`config.mk`:
```
export PLATFORM = sky130hd
export DESIGN_NAME = mxrv_trap_ctrl_flat
export DESIGN_NICKNAME = d
export VERILOG_FILES = /design/src/rtl/mxrv_trap_if.sv /design/src/rtl/mxrv_trap_ctrl.sv /design/src/flat_wrapper.sv
export SDC_FILE = /design/constraint.sdc
export NUM_CORES = 1
export LEC_CHECK = 0
export ABC_CLOCK_PERIOD_IN_PS = 10150
export CORE_UTILIZATION = 30
export DETAILED_ROUTE_END_ITERATION = 6
export GPL_TIMING_DRIVEN = 0
export PLACE_DENSITY_LB_ADDON = 0.12
export RECOVER_POWER = 100
export SYNTH_ARGS = -nofsm -noshare
export SYNTH_HDL_FRONTEND = slang
export SYNTH_SLANG_ARGS = --single-unit
```
`constraint.sdc`:
```
create_clock -name clk -period 10.15 [get_ports clk]
set_input_delay 1.5225 -clock clk [delete_from_list [all_inputs] [get_ports clk]]
set_output_delay 1.5225 -clock clk [all_outputs]
set_load 0.01 [all_outputs]
```
`src/rtl/mxrv_trap_if.sv`:
```
// Trap controller port bundle: decode events, CSR side-band reads,
// the shared CSR write port and the PC redirect/stall outputs.
interface mxrv_trap_if #(
  parameter int XLEN   = 32,
  parameter int CSR_AW = 12
);
  logic              ecall_i;
  logic              ebreak_i;
  logic              mret_i;
  logic              int_req_i;
  logic [XLEN-1:0]   inst_addr_i;
  logic [XLEN-1:0]   csr_mtvec_i;
  logic [XLEN-1:0]   csr_mepc_i;
  logic [XLEN-1:0]   csr_mstatus_i;
  logic              csr_we_o;
  logic [CSR_AW-1:0] csr_waddr_o;
  logic [XLEN-1:0]   csr_wdata_o;
  logic              csr_busy_o;
  logic              hold_flag_o;
  logic              jump_flag_o;
  logic [XLEN-1:0]   jump_addr_o;

  // master: the trap controller; slave: the surrounding core
  modport master (
    input  ecall_i, ebreak_i, mret_i, int_req_i, inst_addr_i,
           csr_mtvec_i, csr_mepc_i, csr_mstatus_i,
    output csr_we_o, csr_waddr_o, csr_wdata_o, csr_busy_o,
           hold_flag_o, jump_flag_o, jump_addr_o
  );

  modport slave (
    output ecall_i, ebreak_i, mret_i, int_req_i, inst_addr_i,
           csr_mtvec_i, csr_mepc_i, csr_mstatus_i,
    input  csr_we_o, csr_waddr_o, csr_wdata_o, csr_busy_o,
           hold_flag_o, jump_flag_o, jump_addr_o
  );
endinterface

```
`src/rtl/mxrv_trap_ctrl.sv`:
```
// Machine-mode trap sequencer: saves mepc/mcause/mstatus and redirects to
// mtvec on ecall/ebreak/interrupt; restores mstatus and returns on mret.
module mxrv_trap_ctrl #(
  parameter int XLEN   = 32,
  parameter int CSR_AW = 12
) (
  input  logic         clk,
  input  logic         rst,
  mxrv_trap_if.master  bus
);

  typedef enum logic [2:0] {
    IDLE, W_MEPC, W_MCAUSE, W_MSTATUS, R_MSTATUS, JUMP
  } state_t;

  localparam logic [CSR_AW-1:0] ADDR_MSTATUS = CSR_AW'(12'h300);
  localparam logic [CSR_AW-1:0] ADDR_MEPC    = CSR_AW'(12'h341);
  localparam logic [CSR_AW-1:0] ADDR_MCAUSE  = CSR_AW'(12'h342);

  localparam logic [XLEN-1:0] CAUSE_ECALL  = XLEN'(32'd11);
  localparam logic [XLEN-1:0] CAUSE_EBREAK = XLEN'(32'd3);
  localparam logic [XLEN-1:0] CAUSE_IRQ    = XLEN'(32'h8000_000B);

  state_t            state_q, state_d;
  logic [XLEN-1:0]   pc_q, mst_q, cause_q, mepc_q;
  logic              mret_q;

  logic              irq, take_trap, take_mret;
  logic              we;
  logic [CSR_AW-1:0] waddr;
  logic [XLEN-1:0]   wdata;
  logic              jflag;
  logic [XLEN-1:0]   jaddr;

  assign irq       = bus.int_req_i & bus.csr_mstatus_i[3];
  assign take_trap = (state_q == IDLE) & (bus.ecall_i | bus.ebreak_i | irq);
  assign take_mret = (state_q == IDLE) & ~(bus.ecall_i | bus.ebreak_i | irq) & bus.mret_i;

  // NOTE: non-blocking assignments for all registered state, so every flop
  // samples the pre-edge values regardless of statement order.
  always_ff @(posedge clk or posedge rst) begin
    if (rst) begin
      state_q <= IDLE;
      pc_q    <= '0;
      mst_q   <= '0;
      cause_q <= '0;
      mepc_q  <= '0;
      mret_q  <= 1'b0;
    end else begin
      state_q <= state_d;
      if (take_trap | take_mret) begin
        pc_q    <= bus.inst_addr_i;
        mst_q   <= bus.csr_mstatus_i;
        mepc_q  <= bus.csr_mepc_i;
        mret_q  <= take_mret;
        cause_q <= bus.ecall_i  ? CAUSE_ECALL  :
                   bus.ebreak_i ? CAUSE_EBREAK :
                   take_trap    ? CAUSE_IRQ    : '0;
      end
    end
  end

  // NOTE: every output of this block gets a default first, so no path through
  // the case statement can leave a signal unassigned and infer a latch.
  always_comb begin
    state_d = state_q;
    we      = 1'b0;
    waddr   = '0;
    wdata   = '0;
    jflag   = 1'b0;
    jaddr   = '0;
    unique case (state_q)
      IDLE: begin
        if (take_trap)      state_d = W_MEPC;
        else if (take_mret) state_d = R_MSTATUS;
      end
      W_MEPC: begin
        we      = 1'b1;
        waddr   = ADDR_MEPC;
        wdata   = pc_q;
        state_d = W_MCAUSE;
      end
      W_MCAUSE: begin
        we      = 1'b1;
        waddr   = ADDR_MCAUSE;
        wdata   = cause_q;
        state_d = W_MSTATUS;
      end
      W_MSTATUS: begin
        // MPIE <= MIE, MIE <= 0
        we       = 1'b1;
        waddr    = ADDR_MSTATUS;
        wdata    = mst_q;
        wdata[7] = mst_q[3];
        wdata[3] = 1'b0;
        state_d  = JUMP;
      end
      R_MSTATUS: begin
        // MIE <= MPIE, MPIE <= 1
        we       = 1'b1;
        waddr    = ADDR_MSTATUS;
        wdata    = mst_q;
        wdata[3] = mst_q[7];
        wdata[7] = 1'b1;
        state_d  = JUMP;
      end
      JUMP: begin
        jflag   = 1'b1;
        jaddr   = mret_q ? mepc_q : {bus.csr_mtvec_i[XLEN-1:2], 2'b00};
        state_d = IDLE;
      end
      default: state_d = IDLE;
    endcase
  end

  assign bus.csr_we_o    = we;
  assign bus.csr_waddr_o = waddr;
  assign bus.csr_wdata_o = wdata;
  assign bus.jump_flag_o = jflag;
  assign bus.jump_addr_o = jaddr;
  assign bus.csr_busy_o  = (state_q != IDLE);
  // The accept-cycle stall is combinational from the event pulses; keep it
  // quiet while reset is held.
  assign bus.hold_flag_o = ~rst & ((state_q != IDLE) | take_trap | take_mret);

endmodule

```
`src/flat_wrapper.sv`:
```
// flat-port wrapper written by rule: the top's interface ports become plain ports
module mxrv_trap_ctrl_flat 
#(
  parameter int XLEN   = 32,
  parameter int CSR_AW = 12
)
  (clk, rst, bus_ecall_i, bus_ebreak_i, bus_mret_i, bus_int_req_i, bus_inst_addr_i, bus_csr_mtvec_i, bus_csr_mepc_i, bus_csr_mstatus_i, bus_csr_we_o, bus_csr_waddr_o, bus_csr_wdata_o, bus_csr_busy_o, bus_hold_flag_o, bus_jump_flag_o, bus_jump_addr_o);
  mxrv_trap_if #(.XLEN(XLEN), .CSR_AW(CSR_AW)) bus_i ();
  input  logic clk;
  input  logic rst;
  input wire logic [$bits(bus_i.ecall_i)-1:0] bus_ecall_i;
  input wire logic [$bits(bus_i.ebreak_i)-1:0] bus_ebreak_i;
  input wire logic [$bits(bus_i.mret_i)-1:0] bus_mret_i;
  input wire logic [$bits(bus_i.int_req_i)-1:0] bus_int_req_i;
  input wire logic [$bits(bus_i.inst_addr_i)-1:0] bus_inst_addr_i;
  input wire logic [$bits(bus_i.csr_mtvec_i)-1:0] bus_csr_mtvec_i;
  input wire logic [$bits(bus_i.csr_mepc_i)-1:0] bus_csr_mepc_i;
  input wire logic [$bits(bus_i.csr_mstatus_i)-1:0] bus_csr_mstatus_i;
  output wire logic [$bits(bus_i.csr_we_o)-1:0] bus_csr_we_o;
  output wire logic [$bits(bus_i.csr_waddr_o)-1:0] bus_csr_waddr_o;
  output wire logic [$bits(bus_i.csr_wdata_o)-1:0] bus_csr_wdata_o;
  output wire logic [$bits(bus_i.csr_busy_o)-1:0] bus_csr_busy_o;
  output wire logic [$bits(bus_i.hold_flag_o)-1:0] bus_hold_flag_o;
  output wire logic [$bits(bus_i.jump_flag_o)-1:0] bus_jump_flag_o;
  output wire logic [$bits(bus_i.jump_addr_o)-1:0] bus_jump_addr_o;
  assign bus_i.ecall_i = bus_ecall_i;
  assign bus_i.ebreak_i = bus_ebreak_i;
  assign bus_i.mret_i = bus_mret_i;
  assign bus_i.int_req_i = bus_int_req_i;
  assign bus_i.inst_addr_i = bus_inst_addr_i;
  assign bus_i.csr_mtvec_i = bus_csr_mtvec_i;
  assign bus_i.csr_mepc_i = bus_csr_mepc_i;
  assign bus_i.csr_mstatus_i = bus_csr_mstatus_i;
  assign bus_csr_we_o = bus_i.csr_we_o;
  assign bus_csr_waddr_o = bus_i.csr_waddr_o;
  assign bus_csr_wdata_o = bus_i.csr_wdata_o;
  assign bus_csr_busy_o = bus_i.csr_busy_o;
  assign bus_hold_flag_o = bus_i.hold_flag_o;
  assign bus_jump_flag_o = bus_i.jump_flag_o;
  assign bus_jump_addr_o = bus_i.jump_addr_o;
  mxrv_trap_ctrl #(.XLEN(XLEN), .CSR_AW(CSR_AW)) u_core (.clk(clk), .rst(rst), .bus(bus_i));
endmodule
```
* Word level (Yosys, flattened, before mapping)
Index checks and enable logic that the tools add are counted.
** Cells by class
- Bitwise operators :: 12
- Reduce and logical (&&, ||, !) cells :: 4
- Eq/ne operators :: 6
- Multiplexer cells :: 12
** Operators with widths (count)
- $mux 32 :: 5
- $pmux 32 s4 :: 1
- $pmux 10 s3 :: 1
- $pmux 3 s4 :: 1
- $eq 3x2->1 const B :: 2
- $eq 3x3->1 const B :: 2
- $mux 3 :: 2
- $and 1x1->1 :: 5
- $or 1x1->1 :: 5
- $reduce_or 4->1 :: 1
- $eq 3x1->1 const B :: 1
- $logic_not 3->1 :: 1
- $ne 3x1->1 const B :: 1
- $reduce_bool 3->1 :: 1
- $mux 1 :: 2
- $not 1->1 :: 2
- $reduce_or 2->1 :: 1
** Storage, ports and cells
- Bits of input ports :: 134
- Output and inout bits :: 80
- Register bits after elaboration :: 132

* Depth between registers and ports, before layout
Gate-level depths: netlist of the first run.
- Depth after elaboration :: 8
- Mapped depth :: 6
- Mapped depth without buffers :: 4

* Least setup slack after synthesis of the first run
No wires, ideal clock.
- Path type :: input to output
- From :: input bus_int_req_i
- To :: output bus_hold_flag_o
- Arrival time :: 2.083 ns
- Setup slack :: 6.545 ns
- Cell stages on the path :: 2
- Cells stage by stage :: a2111oi_4 -> a21oi_1
** Between the ends
- Cells in the longest elaborated chain, start to end :: 7
- Elaborated cells on any way between the ends :: 9
- Those cells by class :: bitwise (9)
** RTL lines
- start: declaration :: RTL line flat_wrapper.sv:14 : input wire logic [$bits(bus_i.int_req_i)-1:0] bus_int_req_i;
- $and 1x1->1 (*) :: RTL line mxrv_trap_ctrl.sv:35 : assign irq = bus.int_req_i & bus.csr_mstatus_i[3];
- $or 1x1->1 (*) :: RTL line mxrv_trap_ctrl.sv:36, mxrv_trap_ctrl.sv:37
- $not 1->1 :: RTL line mxrv_trap_ctrl.sv:37 : assign take_mret = (state_q == IDLE) & ~(bus.ecall_i | bus.ebreak_i | irq) & bus.mret_i;
- $and 1x1->1 (2 in series) :: RTL line mxrv_trap_ctrl.sv:37
- $or 1x1->1 (*) :: RTL line mxrv_trap_ctrl.sv:124 : assign bus.hold_flag_o = ~rst & ((state_q != IDLE) | take_trap | take_mret);
- $and 1x1->1 (*) :: RTL line mxrv_trap_ctrl.sv:124
- end: declaration :: RTL line flat_wrapper.sv:23 : output wire logic [$bits(bus_i.hold_flag_o)-1:0] bus_hold_flag_o;
Mark *: on every way between the ends. The rest lies on a longest branch, timed or not.

==> summary.txt, run 1 <==
STA
  – Setup violations, final: 0
  – Worst Skew: 12.04 ps
  – Final period demand of the worst path: 6233 ps
  – Max Fclk: 0.1604 GHz
  – Fin worst setup slack: 3917 ps
  – RSZ-0062 raised after global routing: no
  – Setup tns final: 0 ps
  – Pins Over Slew Limit: 106
  – Final period util: 61.41%
  – Measured slew at the worst slew-check pin: 3737 ps
  – Max transition margin: -149.1%
  – Final hold violation count: 0

Logic synthesis
  – Asr flop ratio synth: 100.0%
  – Syn Area/Cell: 13.44 µm²
  – Post-synth EDFFs: 0
  – Syn Inst Count: 377
  – Top-area cell type share of the netlist area: 50.86%
  – Synth top cells by count: 103 x dfrtp_1, 60 x mux2_2, 40 x mux2_4
  – Synth cell types: 36
  – Post-synthesis sequential area ratio: 50.86%
  – Cell Area, Synth: 5067 µm²
  – Count leader, synth: dfrtp_1
  – Ys Warns: 0
  – #FFs+latches synth: 103
  – Dominant cell type by area after synthesis: dfrtp_1
  – Ranking of synthesized cells by area: dfrtp_1 51%, mux2_2 13%, mux2_4 12%, mux2i_1 5.9%, a22o_1 4.7%
  – Ys flop type: dfrtp_1

GRT
  – Initial antenna violation count: 0
  – First-pass GRT wire length: 22400 µm
  – GR Util All Layers: 16.87%
  – Vias in the first global route: 3964
  – Largest net degree at the start of global routing: 70
  – Total gr overflow: 0

Critical path
  – Crit Reg-Reg Endpoint: u_core.pc_q[15]
  – Critical path startpoint category: input port
  – CP Class: input port to asynchronous set/reset pin
  – Crit-path cells: dlygate4sd3_1 > clkinvlp_2 > clkbuf_1
  – Critical path peak fanout: 69
  – Endpoint class of the critical path: asynchronous set/reset pin
  – Reg2reg start: u_core.state_q[0]
  – Reg2reg path depth: 6
  – Slowest CP cell: clkbuf_1
  – Crit-path leading delay family: buffers and inverters
  – Max incr delay on CP: 2690 ps
  – Worst Path Arrival: 5820 ps
  – Critical path origin: rst
  – WP buf/inv: 3
  – R2R Setup Slk: 6970 ps
  – Data required time at the worst endpoint: 9740 ps

Detailed routing
  – DR vias: 3749
  – Routed len/inst: 17.22 µm
  – DR WL met3: 822 µm
  – Vias per cell: 4.550
  – Wirelength, routed: 14190 µm
  – Top sig layer: met4
  – Post-detailed-route count of antenna-violating nets: 0
  – Met2 routed WL: 7241 µm
  – DRT met1 WL: 5971 µm
  – Starting DRC count in detailed routing: 133
  – DRC: 0
  – DR pass1 iterations: 4

Min path
  – Worst Hold Path EP: u_core.pc_q[7]
  – Hold Path Class: flip-flop to flip-flop
  – Hold depth: 1
  – Hold_sp: u_core.pc_q[7]

Job
  – Maxcap violations: 2

Clocking
  – H-tree lvl count: 3
  – Worst-path clk slew: 60 ps
  – Clk_lat worst skew: 350 ps
  – Post-CTS Setup Bufs: 0
  – CTS max path bufs: 2
  – CTS sink cnt: 103
  – Post-CTS sizing: 0
  – CTS Hold Bufs: 0
  – CTS root buf: clkbuf_16
  – CTS tree: done
  – CTS Buf Count: 9

Layout
  – Layout cells sized above 1: 15.40%
  – Antenna diodes: 0
  – Finished Layout Cells: 824
  – Fin nets: 733
  – Synth-to-Final Area Change: 47.46%
  – Finished Cell Area: 7472 µm²

Power
  – PnR Total Power: 0.002168 W
  – Pwr/cell area: 290.1 nW/µm²
  – Leakage Power: 3.199 nW
  – Maximum VDD drop: 105.0 µV

Floorplanning
  – Starting Density: 30.67%
  – Die H: 132.0 µm
  – Total die area: 17410 µm²
  – Core area: 16520 µm²
  – Die width: 132.0 µm
  – Ports: 214
  – Row count: 47

Status
  – Failing checks: capacitance limit, slew limit
  – Status: complete, but fails checks

Placement
  – PortBufs: 204
  – Dpl hpwl: 10470 µm
  – Placed instance count: 808
  – Routability cong.: 0.7473
  – DP Area: 7437 µm²
  – Pre-CTS setup slack: 5490 ps
==> report_power, final <==
part           switching (W)  total, W  internal, W  leakage, nW
sequential          0.000115  0.000741     0.000626         1.20
combinational       0.000485   0.00109     0.000605         1.86
clock               0.000163  0.000337     0.000174        0.135
total               0.000763   0.00217      0.00141         3.20
==> worst max path at each step <==
stage                              endpoint  slack [ps]  cells after the start
after CTS                   bus_hold_flag_o        5470                      4
after global routing       u_core.mst_q[20]        2790                      3
after floorplan           u_core.cause_q[1]        5920                      1
final                       u_core.mst_q[3]        3920                      3
after detailed placement    bus_hold_flag_o        5490                      4
after global placement     u_core.mst_q[22]        4120                      2
==> worst reg2reg max path: cells and delay by family, from the launching register on <==
family / cells / cell delay (ps)
buf+inv: 3 / 1330
flops: 1 / 440
mux: 1 / 400
simple gates: 2 / 880
==> stage by stage <==
step / utilization, % / hold slack, ps
after global routing: 45.22 / 506.5
after CTS: 46.71 / 513.4
final: 45.22 / 487.3
after global placement: 44.82 / 489.4
after floorplan: - / 461.6
after detailed placement: 45.01 / 495.9
==> layer usage <==
| layer | track usage (%) | vias up |
|---|---|---|
| met5 | 0 | - |
| met4 | 4.264 | 0 |
| met3 | 5.075 | 9 |
| met2 | 28.63 | 113 |
| met1 | 20.85 | 1854 |
| li1 | - | 1773 |
==> logic make-up (layout without fill, tap and decap cells) <==
kind of cell    Yosys count  after routing  synth area share, %
compound gates           49             49                7.926
other cells               1              7              0.07400
mux                     130            130                31.11
flops                   103            103                50.86
buf+inv                  40            261                4.741
xor+xnor                  2              2               0.3457
simple gates             52             52                4.938
==> placed cells by master, fill, tap and decap left out, types with 3 or more instances in the layout <==
| cell | Yosys | routed |
|---|---|---|
| clkbuf_1 | 8 | 24 |
| o21ai_0 | 7 | 7 |
| dfrtp_1 | 103 | 103 |
| a21oi_1 | 3 | 3 |
| nand2_1 | 5 | 5 |
| nor2_1 | 33 | 33 |
| nor3b_1 | 3 | 3 |
| buf_4 | 12 | 9 |
| dlygate4sd3_1 | 0 | 70 |
| clkdlybuf4s50_1 | 0 | 134 |
| conb_1 | 1 | 7 |
| mux2_1 | 0 | 37 |
| inv_1 | 5 | 4 |
| a22o_1 | 27 | 27 |
| mux2_2 | 60 | 59 |
| mux2i_1 | 30 | 30 |
| clkbuf_16 | 0 | 9 |
| mux2_4 | 40 | 4 |
==> area by class of cell <==
cell class / count / area, µm²
Fill cell: 1546 / 9052
Sequential cell: 103 / 2577
Multi-Input combinational cell: 240 / 2107
Timing Repair Buffer: 205 / 2046
Tap cell: 220 / 275.3
Clock buffer: 10 / 239.0
Buffer: 34 / 161.4
Clock inverter: 6 / 42.54
Inverter: 6 / 23.77
==> flip-flops by register name, summed over array words and instances (netlist names) <==
name and cells:
u_core.state_q 3, u_core.pc_q 32, u_core.mepc_q 32, u_core.cause_q 3, u_core.mst_q 32, u_core.mret_q 1
No activity file was read; power rests on OpenSTA's default activity.
==> run 2, diff against run 1 <==
--- a/config.mk
+++ b/config.mk
@@ -5,7 +5,7 @@
 export SDC_FILE = /design/constraint.sdc
 export NUM_CORES = 1
 export LEC_CHECK = 0
-export ABC_CLOCK_PERIOD_IN_PS = 10150
+export ABC_CLOCK_PERIOD_IN_PS = 5400
 export CORE_UTILIZATION = 30
 export DETAILED_ROUTE_END_ITERATION = 6
 export GPL_TIMING_DRIVEN = 0
==> constraint.sdc (replaced) <==
create_clock -name clk -period 5.4 [get_ports clk]
set_input_delay 0.81 -clock clk [delete_from_list [all_inputs] [get_ports clk]]
set_output_delay 0.81 -clock clk [all_outputs]
set_load 0.01 [all_outputs]
==> summary.txt, run 2 (synthesis gave the netlist of run 1 again) <==
Status
  – Status: complete, but fails checks
  – Failing checks: capacitance limit, slew limit

Clocking
  – CTS sink cnt: 103 (unchanged)
  – Clk_lat worst skew: 350 ps (about the same)
  – H-tree lvl count: 3 (unchanged)
  – Worst-path clk slew: 70 ps (about the same)
  – Post-CTS Setup Bufs: 0 (unchanged)
  – CTS tree: done
  – CTS root buf: clkbuf_16
  – CTS Hold Bufs: 0 (unchanged)
  – CTS Buf Count: 9 (unchanged)
  – CTS max path bufs: 2 (unchanged)
  – Post-CTS sizing: 0 (unchanged)

Power
  – Flop pwr share: 34.2% (about the same)
  – Logic pwr share: 50.3% (about the same)
  – Switching power share of the total: 35.20% (about the same)
  – Pwr/cell area: 545.0 nW/µm² (+88%)
  – Leakage Power: 3.201 nW (about the same)
  – Total internal power: 0.002640 W (+88%)
  – Switching power: 0.001434 W (+88%)
  – Maximum VDD drop: 197.4 µV (+88%)
  – Clk pwr share: 15.6% (about the same)
  – PnR Total Power: 0.004073 W (+88%)

Detailed routing
  – Starting DRC count in detailed routing: 132 (-0.75%)
  – Routed len/inst: 17.22 µm (about the same)
  – DR pass1 iterations: 4 (unchanged)
  – DR vias: 3751 (+0.053%)
  – Wirelength, routed: 14190 µm (about the same)
  – Post-detailed-route count of antenna-violating nets: 0 (unchanged)
  – DRC: 0 (unchanged)
  – Vias per cell: 4.552 (about the same)

Placement
  – PortBufs: 204 (unchanged)
  – Dpl hpwl: 10470 µm (unchanged)
  – Placed instance count: 808 (unchanged)
  – Routability cong.: 0.7473 (unchanged)

GRT
  – GR Util All Layers: 16.87% (unchanged)
  – Vias in the first global route: 3964 (unchanged)
  – Initial antenna violation count: 0 (unchanged)
  – Total gr overflow: 0 (unchanged)
  – Largest net degree at the start of global routing: 70 (unchanged)
  – First-pass GRT wire length: 22400 µm (unchanged)

STA
  – Final period util: 76.63%
  – Setup violations, final: 0 (unchanged)
  – Max Fclk: 0.2417 GHz
  – Final hold violation count: 0 (unchanged)
  – Final period demand of the worst path: 4138 ps
  – RSZ-0062 raised after global routing: no
  – Worst Skew: 12.03 ps (-0.01510 ps)
  – WHS: 487.3 ps (+0.004000 ps)
  – Setup tns final: 0 ps (unchanged)
  – Pins Over Slew Limit: 106 (unchanged)
  – Max transition margin: -16.68% (+130 points)
  – Measured slew at the worst slew-check pin: 1750 ps (-1986 ps)

Floorplanning
  – Starting Density: 30.67% (unchanged)
  – Row count: 47 (unchanged)
  – Die width: 132.0 µm (unchanged)
  – Die H: 132.0 µm (unchanged)
  – Ports: 214 (unchanged)
  – Core area: 16520 µm² (unchanged)
  – Total die area: 17410 µm² (unchanged)

Min path
  – Hold_sp: u_core.pc_q[7]
  – Worst Hold Path EP: u_core.pc_q[7]
  – Hold depth: 1 (unchanged)
  – Hold Path Class: flip-flop to flip-flop

Layout
  – Layout cells sized above 1: 15.56% (+0.17 points)
  – Finished Layout Cells: 824 (unchanged)
  – Commonest non-fill, non-tap cell in the layout: clkdlybuf4s50_1
  – Antenna diodes: 0 (unchanged)
  – Synth-to-Final Area Change: 47.48% (about the same)
  – Commonest cells after routing, fill and taps aside: 134 x clkdlybuf4s50_1, 103 x dfrtp_1, 70 x dlygate4sd3_1, 59 x mux2_2, 37 x mux2_1
  – Fin nets: 733 (unchanged)
  – Largest registers: u_core.mepc_q x32, u_core.mst_q x32, u_core.pc_q x32

Critical path
  – R2R Setup Slk: 2220 ps (-4750 ps)
  – Critical path startpoint category: flip-flop
  – Critical path peak fanout: 10 (-86%)
  – Crit Reg-Reg Endpoint: u_core.pc_q[15]
  – Reg2reg path depth: 6 (unchanged)
  – CP Class: flip-flop to primary output
  – Reg2reg start: u_core.state_q[0]
  – Endpoint class of the critical path: primary output
  – Data required time at the worst endpoint: 4590 ps (-5150 ps)
  – Worst Path Arrival: 3330 ps (-2490 ps)

Job
  – Maxcap violations: 2 (unchanged)
run 2: area by class of cell:
class                           count  area (µm²)
Inverter                            6       23.77
Buffer                             34       161.4
Clock inverter                      6       42.54
Multi-Input combinational cell    240        2107
Clock buffer                       10       239.0
Timing Repair Buffer              205        2047
Sequential cell                   103        2577
Tap cell                          220       275.3
Fill cell                        1545        9051
run 2: worst max-delay path by stage:
stage,start,endpoint,cells after the start
CTS,u_core.state_q[1],bus_csr_wdata_o[24],5
floorplan,rst,u_core.cause_q[1],1
global placement,rst,u_core.pc_q[22],2
global route,u_core.state_q[0],bus_csr_wdata_o[12],6
detailed placement,u_core.state_q[1],bus_csr_wdata_o[29],5
finish,u_core.state_q[0],bus_csr_wdata_o[17],6
run 2: metrics by stage:
step | worst slack, ps | cell area, µm² | utilization (%)
after floorplan | 1886 | 5090 | -
after global placement | 79.63 | 7407 | 44.82
after detailed placement | 2137 | 7437 | 45.01
after CTS | 1740 | 7719 | 46.71
after global routing | 1009 | 7473 | 45.23
final | 1262 | 7473 | 45.23
run 2: per-layer routing:
metal	up-vias	GRT usage [%]	part of all wire, %
li1	1773	-	-
met1	1853	20.85	42
met2	116	28.63	51
met3	9	5.075	5.9
met4	0	4.264	1.1
met5	-	0	0
run 2: power groups by stage:
stage | combinational (W) | sequential, W | clock [W]
4_1_cts | 0.00242 | 0.00141 | 0.000656
5_1_grt | 0.00222 | 0.00144 | 0.000690
6_report | 0.00205 | 0.00139 | 0.000633
3_5_place_dp | 0.00241 | 0.00142 | 0
2_1_floorplan | 0.00154 | 0.00134 | 0
3_3_place_gp | 0.00237 | 0.00140 | 0
run 2: critical path, stage by stage, from the launching register on:
cell	delay, ps
dfrtp_1	440
nor3b_1	550
a21o_1	140
clkbuf_1	470
clkbuf_1	530
a22o_1	230
dlygate4sd3_1	610
